<file path="src/rtl/window_frame_sched.sv">
// Frame scheduler for a 3x3 window generator feeding a credit-limited MAC.
// It sequences the frame, counts accepted windows, tracks credits and flags protocol errors.
module window_frame_sched #(
  parameter int unsigned WIDTH   = 480,
  parameter int unsigned HEIGHT  = 272,
  parameter int unsigned CREDITS = 4,
  parameter int unsigned CNT_W   = 18
) (
  input  logic             iClk,
  input  logic             iRst,
  input  logic             iStart,
  input  logic             iAbort,
  output logic             oWinRstN,
  output logic             oWinEn,
  output logic             oWinBusy,
  input  logic             iWinValid,
  input  logic             iMacAck,
  output logic             oFrameBusy,
  output logic             oDone,
  output logic [CNT_W-1:0] oWinCount,
  output logic             oErr
);

  localparam int unsigned     CR_W      = $clog2(CREDITS + 1);
  localparam longint unsigned FRAME_PIX = longint'(WIDTH) * longint'(HEIGHT);
  localparam logic [CNT_W-1:0] LAST_IDX = CNT_W'(FRAME_PIX - 1);
  localparam logic [CR_W-1:0]  CR_FULL  = CR_W'(CREDITS);

  localparam logic [1:0] S_IDLE  = 2'd0;
  localparam logic [1:0] S_RUN   = 2'd1;
  localparam logic [1:0] S_DRAIN = 2'd2;
  localparam logic [1:0] S_DONE  = 2'd3;

  // Parameter sanity: counter must hold a full frame without wrapping.
  if (CREDITS < 1 || CREDITS > 15) begin : g_bad_credits
    $error("window_frame_sched: CREDITS must be in 1..15");
  end
  if (FRAME_PIX >= (64'd1 << CNT_W)) begin : g_bad_cnt_w
    $error("window_frame_sched: WIDTH*HEIGHT does not fit in CNT_W bits");
  end

  logic [1:0]       state_q, state_d;
  logic [CNT_W-1:0] cnt_q,   cnt_d;
  logic [CR_W-1:0]  cred_q,  cred_d;
  logic             err_q,   err_d;

  // State, counter, credit and error registers.
  always_ff @(posedge iClk or posedge iRst) begin
    if (iRst) begin
      state_q <= S_IDLE;
      cnt_q   <= '0;
      cred_q  <= CR_FULL;
      err_q   <= 1'b0;
    end else begin
      state_q <= state_d;
      cnt_q   <= cnt_d;
      cred_q  <= cred_d;
      err_q   <= err_d;
    end
  end

  // Next-state logic; an accepted start overrides credit/error updates of that cycle.
  always_comb begin
    state_d = state_q;
    cnt_d   = cnt_q;
    cred_d  = cred_q;
    err_d   = err_q;

    if (iWinValid && !iMacAck) begin
      if (cred_q != '0) cred_d = cred_q - CR_W'(1);
    end else if (iMacAck && !iWinValid) begin
      if (cred_q != CR_FULL) cred_d = cred_q + CR_W'(1);
    end

    if (iWinValid && (cred_q == '0 || state_q != S_RUN)) err_d = 1'b1;
    if (iMacAck && !iWinValid && cred_q == CR_FULL)      err_d = 1'b1;

    if (iAbort && state_q != S_IDLE) begin
      state_d = S_IDLE;
    end else begin
      case (state_q)
        S_IDLE: begin
          if (iStart) begin
            state_d = S_RUN;
            cnt_d   = '0;
            err_d   = 1'b0;
            cred_d  = CR_FULL;
          end
        end
        S_RUN: begin
          if (iWinValid) begin
            cnt_d = cnt_q + CNT_W'(1);
            if (cnt_q == LAST_IDX) state_d = S_DRAIN;
          end
        end
        S_DRAIN: begin
          if (cred_q == CR_FULL) state_d = S_DONE;
        end
        S_DONE:  state_d = S_IDLE;
        default: state_d = S_IDLE;
      endcase
    end
  end

  // Outputs decode registers only, so there is no path from iWinValid/iMacAck.
  assign oWinRstN   = (state_q == S_RUN) || (state_q == S_DRAIN);
  assign oWinEn     = (state_q == S_RUN);
  assign oWinBusy   = (state_q == S_RUN) && (cred_q == '0);
  assign oFrameBusy = (state_q != S_IDLE);
  assign oDone      = (state_q == S_DONE);
  assign oWinCount  = cnt_q;
  assign oErr       = err_q;

endmodule

</file>
<file path="config.mk">
export PLATFORM = sky130hd
export DESIGN_NAME = window_frame_sched
export DESIGN_NICKNAME = d
export VERILOG_FILES = /design/src/rtl/window_frame_sched.sv
export SDC_FILE = /design/constraint.sdc
export NUM_CORES = 1
export LEC_CHECK = 0
export ABC_CLOCK_PERIOD_IN_PS = 2100
export CAP_MARGIN = 20
export CORE_MARGIN = 1
export CORE_UTILIZATION = 51
export CTS_BUF_LIST = sky130_fd_sc_hd__clkbuf_16
export CTS_CLUSTER_SIZE = 14
export DETAILED_ROUTE_END_ITERATION = 8
export GPL_TIMING_DRIVEN = 0
export HOLD_SLACK_MARGIN = 0.08
export PLACE_DENSITY = 0.77
export SLEW_MARGIN = 20
export SYNTH_ARGS = -nofsm -noshare
export SYNTH_HDL_FRONTEND = slang
export SYNTH_SLANG_ARGS = --single-unit
</file>
<file path="constraint.sdc">
create_clock -name iClk -period 2.1 [get_ports iClk]
set_input_delay 0.42 -clock iClk [delete_from_list [all_inputs] [get_ports iClk]]
set_output_delay 0.42 -clock iClk [all_outputs]
set_load 0.005 [all_outputs]
</file>
Word-level counts from Yosys, hierarchy flattened

Index checks and enable logic that the tools add are counted.

Register bits: 24
Input port bits: 6
Output and inout bits: 24
Logic and storage cells: 59

Add/sub/neg operators: 3
Eq/ne operators: 13
Mux-type cells: 21
Bitwise gates (word level): 1
Reductions and logical operators: 17

Operators by type and width:

| kind                                                                | count |
|---|---|
| 18-bit 2-to-1 mux                                                   | 2 |
| 18-bit one-hot mux with 2 select lines                              | 1 |
| 3-bit 2-to-1 mux                                                    | 7 |
| 18-bit by 1-bit adder with 18-bit output (second input constant)    | 1 |
| 18-bit by 17-bit == test with 1-bit output (second input constant)  | 1 |
| 2-bit 2-to-1 mux                                                    | 5 |
| 3-bit != test (second input constant)                               | 3 |
| 2-bit one-hot mux with 4 select lines                               | 1 |
| 4-bit AND reduction                                                 | 2 |
| 1-bit logical AND                                                   | 6 |
| 3-bit by 1-bit != test with 1-bit output (second input constant)    | 2 |
| 1-bit 2-to-1 mux                                                    | 5 |
| 2-bit == test (second input constant)                               | 2 |
| 2-bit by 1-bit != test with 1-bit output (second input constant)    | 2 |
| 2-bit nonzero test                                                  | 2 |
| 3-bit by 1-bit adder with 3-bit output (second input constant)      | 1 |
| 3-bit == test (second input constant)                               | 1 |
| 3-bit zero test                                                     | 1 |
| 3-bit nonzero test                                                  | 1 |
| 3-bit by 1-bit subtractor with 3-bit output (second input constant) | 1 |
| 2-bit by 1-bit == test with 1-bit output (second input constant)    | 1 |
| 1-bit zero test                                                     | 2 |
| 2-bit zero test                                                     | 1 |
| 1-bit logical OR                                                    | 2 |
| other kinds (2)                                                     | 2 |

Depth between registers and ports, before layout

Depth after elaboration: 8
Gate-level depth with buffers: 7
Gate-level depth less buffers: 6

Worst setup path before layout

No wires, ideal clock.

Path type: register to register
Start point: register cnt_q[0] (netlist: oWinCount[0])
End point: register cnt_q[12] (netlist: oWinCount[12])
Library setup time: 0.078 ns
Arrival time: 1.788 ns
Required time: 2.022 ns
Slack: 0.234 ns
Stages on the path, launching flop included: 7
Buffers on the path: 1
Clock period less this slack: 1.866 ns
Path through: dfrtp_1 > ha_1 > nand3_2 > or3_4 > buf_6 > or4_1 > a21oi_1

Cells in the longest elaborated chain, start to end: 3

RTL lines:

| what                                     | RTL line | text |
|---|---|---|
| start, declared                          | 43       | `logic [CNT_W-1:0] cnt_q, cnt_d;` |
| start signal, assigned                   | 56       | `cnt_q <= cnt_d;` |
| 18-bit by 1-bit adder with 18-bit output | 92       | `cnt_d = cnt_q + CNT_W'(1);` |
| 18-bit 2-to-1 mux                        | 91       | `if (iWinValid) begin` |
| 18-bit one-hot mux with 2 select lines   | 81       | `case (state_q)` |

No other way between the ends. The select of a mux whose other input is x is not followed.
A chain may end at the register's enable or synchronous reset.

Worst setup path after layout

Start point: register state_q[0]
End point: output oFrameBusy

Cells in the longest elaborated chain, start to end: 1

RTL lines:

| what                   | RTL line | text |
|---|---|---|
| start, declared        | 42       | `logic [1:0] state_q, state_d;` |
| start signal, assigned | 55       | `state_q <= state_d;` |
| 2-bit nonzero test     | 109      | `assign oFrameBusy = (state_q != S_IDLE);` |
| end, declared          | 18       | `output logic oFrameBusy,` |

No other way between the ends.

==> results.cfg <==
[outcome]
status = complete, no violations

[logic_synthesis]
ys.flop_type = dfrtp_1
synth_seq_area_share = 0.403
avgSynthCellArea_um2 = 9.17
synth_cell_type_count = 46
synth-edff-count = 0
yosys_warnings = 0
ys_seq_elements = 24
syn-cell-area_mm2 = 0.00150
synth_fp_nets = 177
async_flop_share = 1.00
postSynthCellCount = 163

[pwr]
peakVddDrop_mv = 1.02
powerDensity_mw_per_mm2 = 1070
p_leak_nw = 0.848

[setup_path]
criticalPathCategory = reg2out
slowest_delay_ns = 0.51
path_cells = inv_1 -> ha_2 -> inv_1 -> clkdlybuf4s50_1
required_ns = 1.68
crit_top_cell = inv_1
end_kind = output port
cp_slowest_cell = clkdlybuf4s50_1
worstPathArrival_ns = 1.61
start_kind = register
cp_max_fo = 7
cp_top_family = buffers and inverters
cp_num_buf_inv = 3

[placement]
detailed_place.area_mm2 = 0.00181
placed_cells = 222
gp_congestion = 0.857
hpwl_mm = 2.54
io_buffers = 28

[drt]
drc_errors = 0
wl_mm = 3.64
wl_per_cell_um = 15.6
via_per_inst = 6.09
postRouteAntennaNets = 0
drt_iter0_drc = 45
drt_pass1_iterations = 4
via_count = 1420

[sta]
fmax_ghz = 0.493
fin_crit_sh = 0.965
max-slew-margin-rel = 0.384
setup_viol = 0
hold_viol = 0
grt_setup_unrepaired = false
fin_setup_tns_ns = 0
whs_ns = 0.515
slew_viol_final = 0
skew_ns = 0.00307
post-route-min-period_ns = 2.03
worstMarginPinSlew_ns = 0.924

[floorplan]
die_h_um = 56.1
design.core.area_mm2 = 0.00276
die_area_mm2 = 0.00315
die_width_um = 56.1
ioPinCount = 30
rows = 19
initial_core_util = 0.542

[global_route]
antenna_found_initial = 0
grt_pass1_vias = 1343
grt_usage = 0.231
grt_pass1_wl_mm = 5.89
overflow = 0
grt_max_degree = 25

[clock_tree]
clk_latency_ns = 0.26
numCtsBuffers = 3
clock-sinks = 24
cts_htree_levels = 1
clk_path_buf_depth = 2
path_clk_slew_ns = 0.06
clockRootBuffer = clkbuf_16
cts_tree = built

[job]
max_cap_viol_count = 0

[finish]
final_cells = 233
utilization = 0.737
n_antenna_cell = 0
design_area_mm2 = 0.00203
syn_to_final_growth_pct = 36.0
drive_gt1_frac = 0.188
fill_cells = 207
nNetsFinal = 217

[worst_hold_path]
hold_path_class = reg2reg
sequential cells by signal (all words and copies together), names as in the netlist:
signal	cells
oErr	1
cred_q	3
oWinCount	18
state_q	2
synthesized netlist by cell type, drive strengths merged, types with 2 or more instances:
cell type,number,area (um^2)
and4,2,18.8
nand3,7,40.0
nand4,4,25.0
nand2b,3,18.8
o31ai,8,60.1
buf,2,22.5
o31a,2,18.8
clkbuf,3,11.3
inv,10,37.5
nand2,14,52.6
or3,6,43.8
and3,3,21.3
ha,8,100
o21ai,13,65.1
or4,7,52.6
dfrtp,23,576
nor2,6,22.5
a21oi,20,100
mux2i,2,20.0
where the power goes:
group	internal [W]	switching (W)	leakage [nW]	total [W]
Combinational	0.000531	0.000478	0.475	0.00101
Clock	0.000379	0.000164	0.0511	0.000542
Sequential	0.000540	0.0000809	0.322	0.000621
stage by stage:
stage               setup slack (ns)  total power (W)
global placement              -0.150          0.00139
detailed placement            -0.206          0.00142
CTS                          -0.0507          0.00202
finish                        0.0731          0.00217
floorplan                      0.234          0.00113
global route                0.000706          0.00229
layout by cell type (no fill, tap or decap), types with 5 or more instances in the layout:
cell / Yosys / routed
a21oi_1: 20 / 19
buf_4: 0 / 9
clkdlybuf4s50_1: 0 / 27
dfrtp_1: 23 / 23
ha_1: 8 / 5
inv_1: 10 / 7
nand2_1: 14 / 14
nand3_1: 6 / 6
nor2_1: 6 / 6
o21ai_0: 12 / 12
o31ai_1: 8 / 8
or4_1: 7 / 7
cells by family (layout without fill, tap and decap cells):
kind of cell               Yosys count  in the layout  share of synthesized area
muxes                                3              3                     0.0209
adders and majority gates            8              8                     0.0669
AOI/OAI and AO/OA                   52             52                      0.215
DFF                                 24             24                      0.403
xor gates and xnor gates             1              1                    0.00586
buffers and inverters               16             55                     0.0536
and+or+nand+nor                     59             59                      0.235
worst reg2reg max path: cells and delay by family (launching register included):
kind / cells / cell delay, ns
fa+ha+maj: 1 / 0.25
buf+inv: 1 / 0.14
flops: 1 / 0.39
simple gates: 3 / 0.97
compound gates: 1 / 0.15
worst paths after layout:
check | from | cells past startpoint | slack [ns] | endpoint
min | oErr$_DFF_PP0_ | 1 | 0.52 | oErr$_DFF_PP0_
min in group asynchronous | iRst | 2 | 0.67 | oWinCount[0]$_DFFE_PP0P_
min reg2reg | oErr$_DFF_PP0_ | 1 | 0.52 | oErr$_DFF_PP0_
max in group asynchronous | iRst | 2 | 0.87 | oWinCount[14]$_DFFE_PP0P_
max | state_q[0]$_DFFE_PP0P_ | 4 | 0.07 | oFrameBusy
max reg2reg | oWinCount[0]$_DFFE_PP0P_ | 6 | 0.11 | oWinCount[12]$_DFFE_PP0P_
layer usage:
metal  up-vias  GRT usage  wire length, um
met2        46      0.403             1770
met5         -          0                0
met4         0     0.0488               20
met3         4     0.0302              152
met1       685      0.306             1700
li1        685          -                -
timing repair:
action | 4_1_cts | 5_1_grt
gates resized for setup | 8 | 8
hold buffers | 0 | 0
gates cloned | 0 | 0
buffers inserted | 0 | 8
pin swaps | 0 | 2
setup endpoints to repair | 11 | 10
cell type report:
class / instances / area (um^2) / share of cell area
Inverter: 10 / 41.3 / 0.0203
Multi-Input combinational cell: 123 / 861 / 0.423
Buffer: 5 / 42.5 / 0.0209
Clock buffer: 3 / 75.1 / 0.0369
Timing Repair Buffer: 36 / 343 / 0.169
Clock inverter: 1 / 30.0 / 0.0148
Sequential cell: 24 / 602 / 0.296
Tap cell: 31 / 38.8 / 0.0191
(Power assumes the default switching activity.)
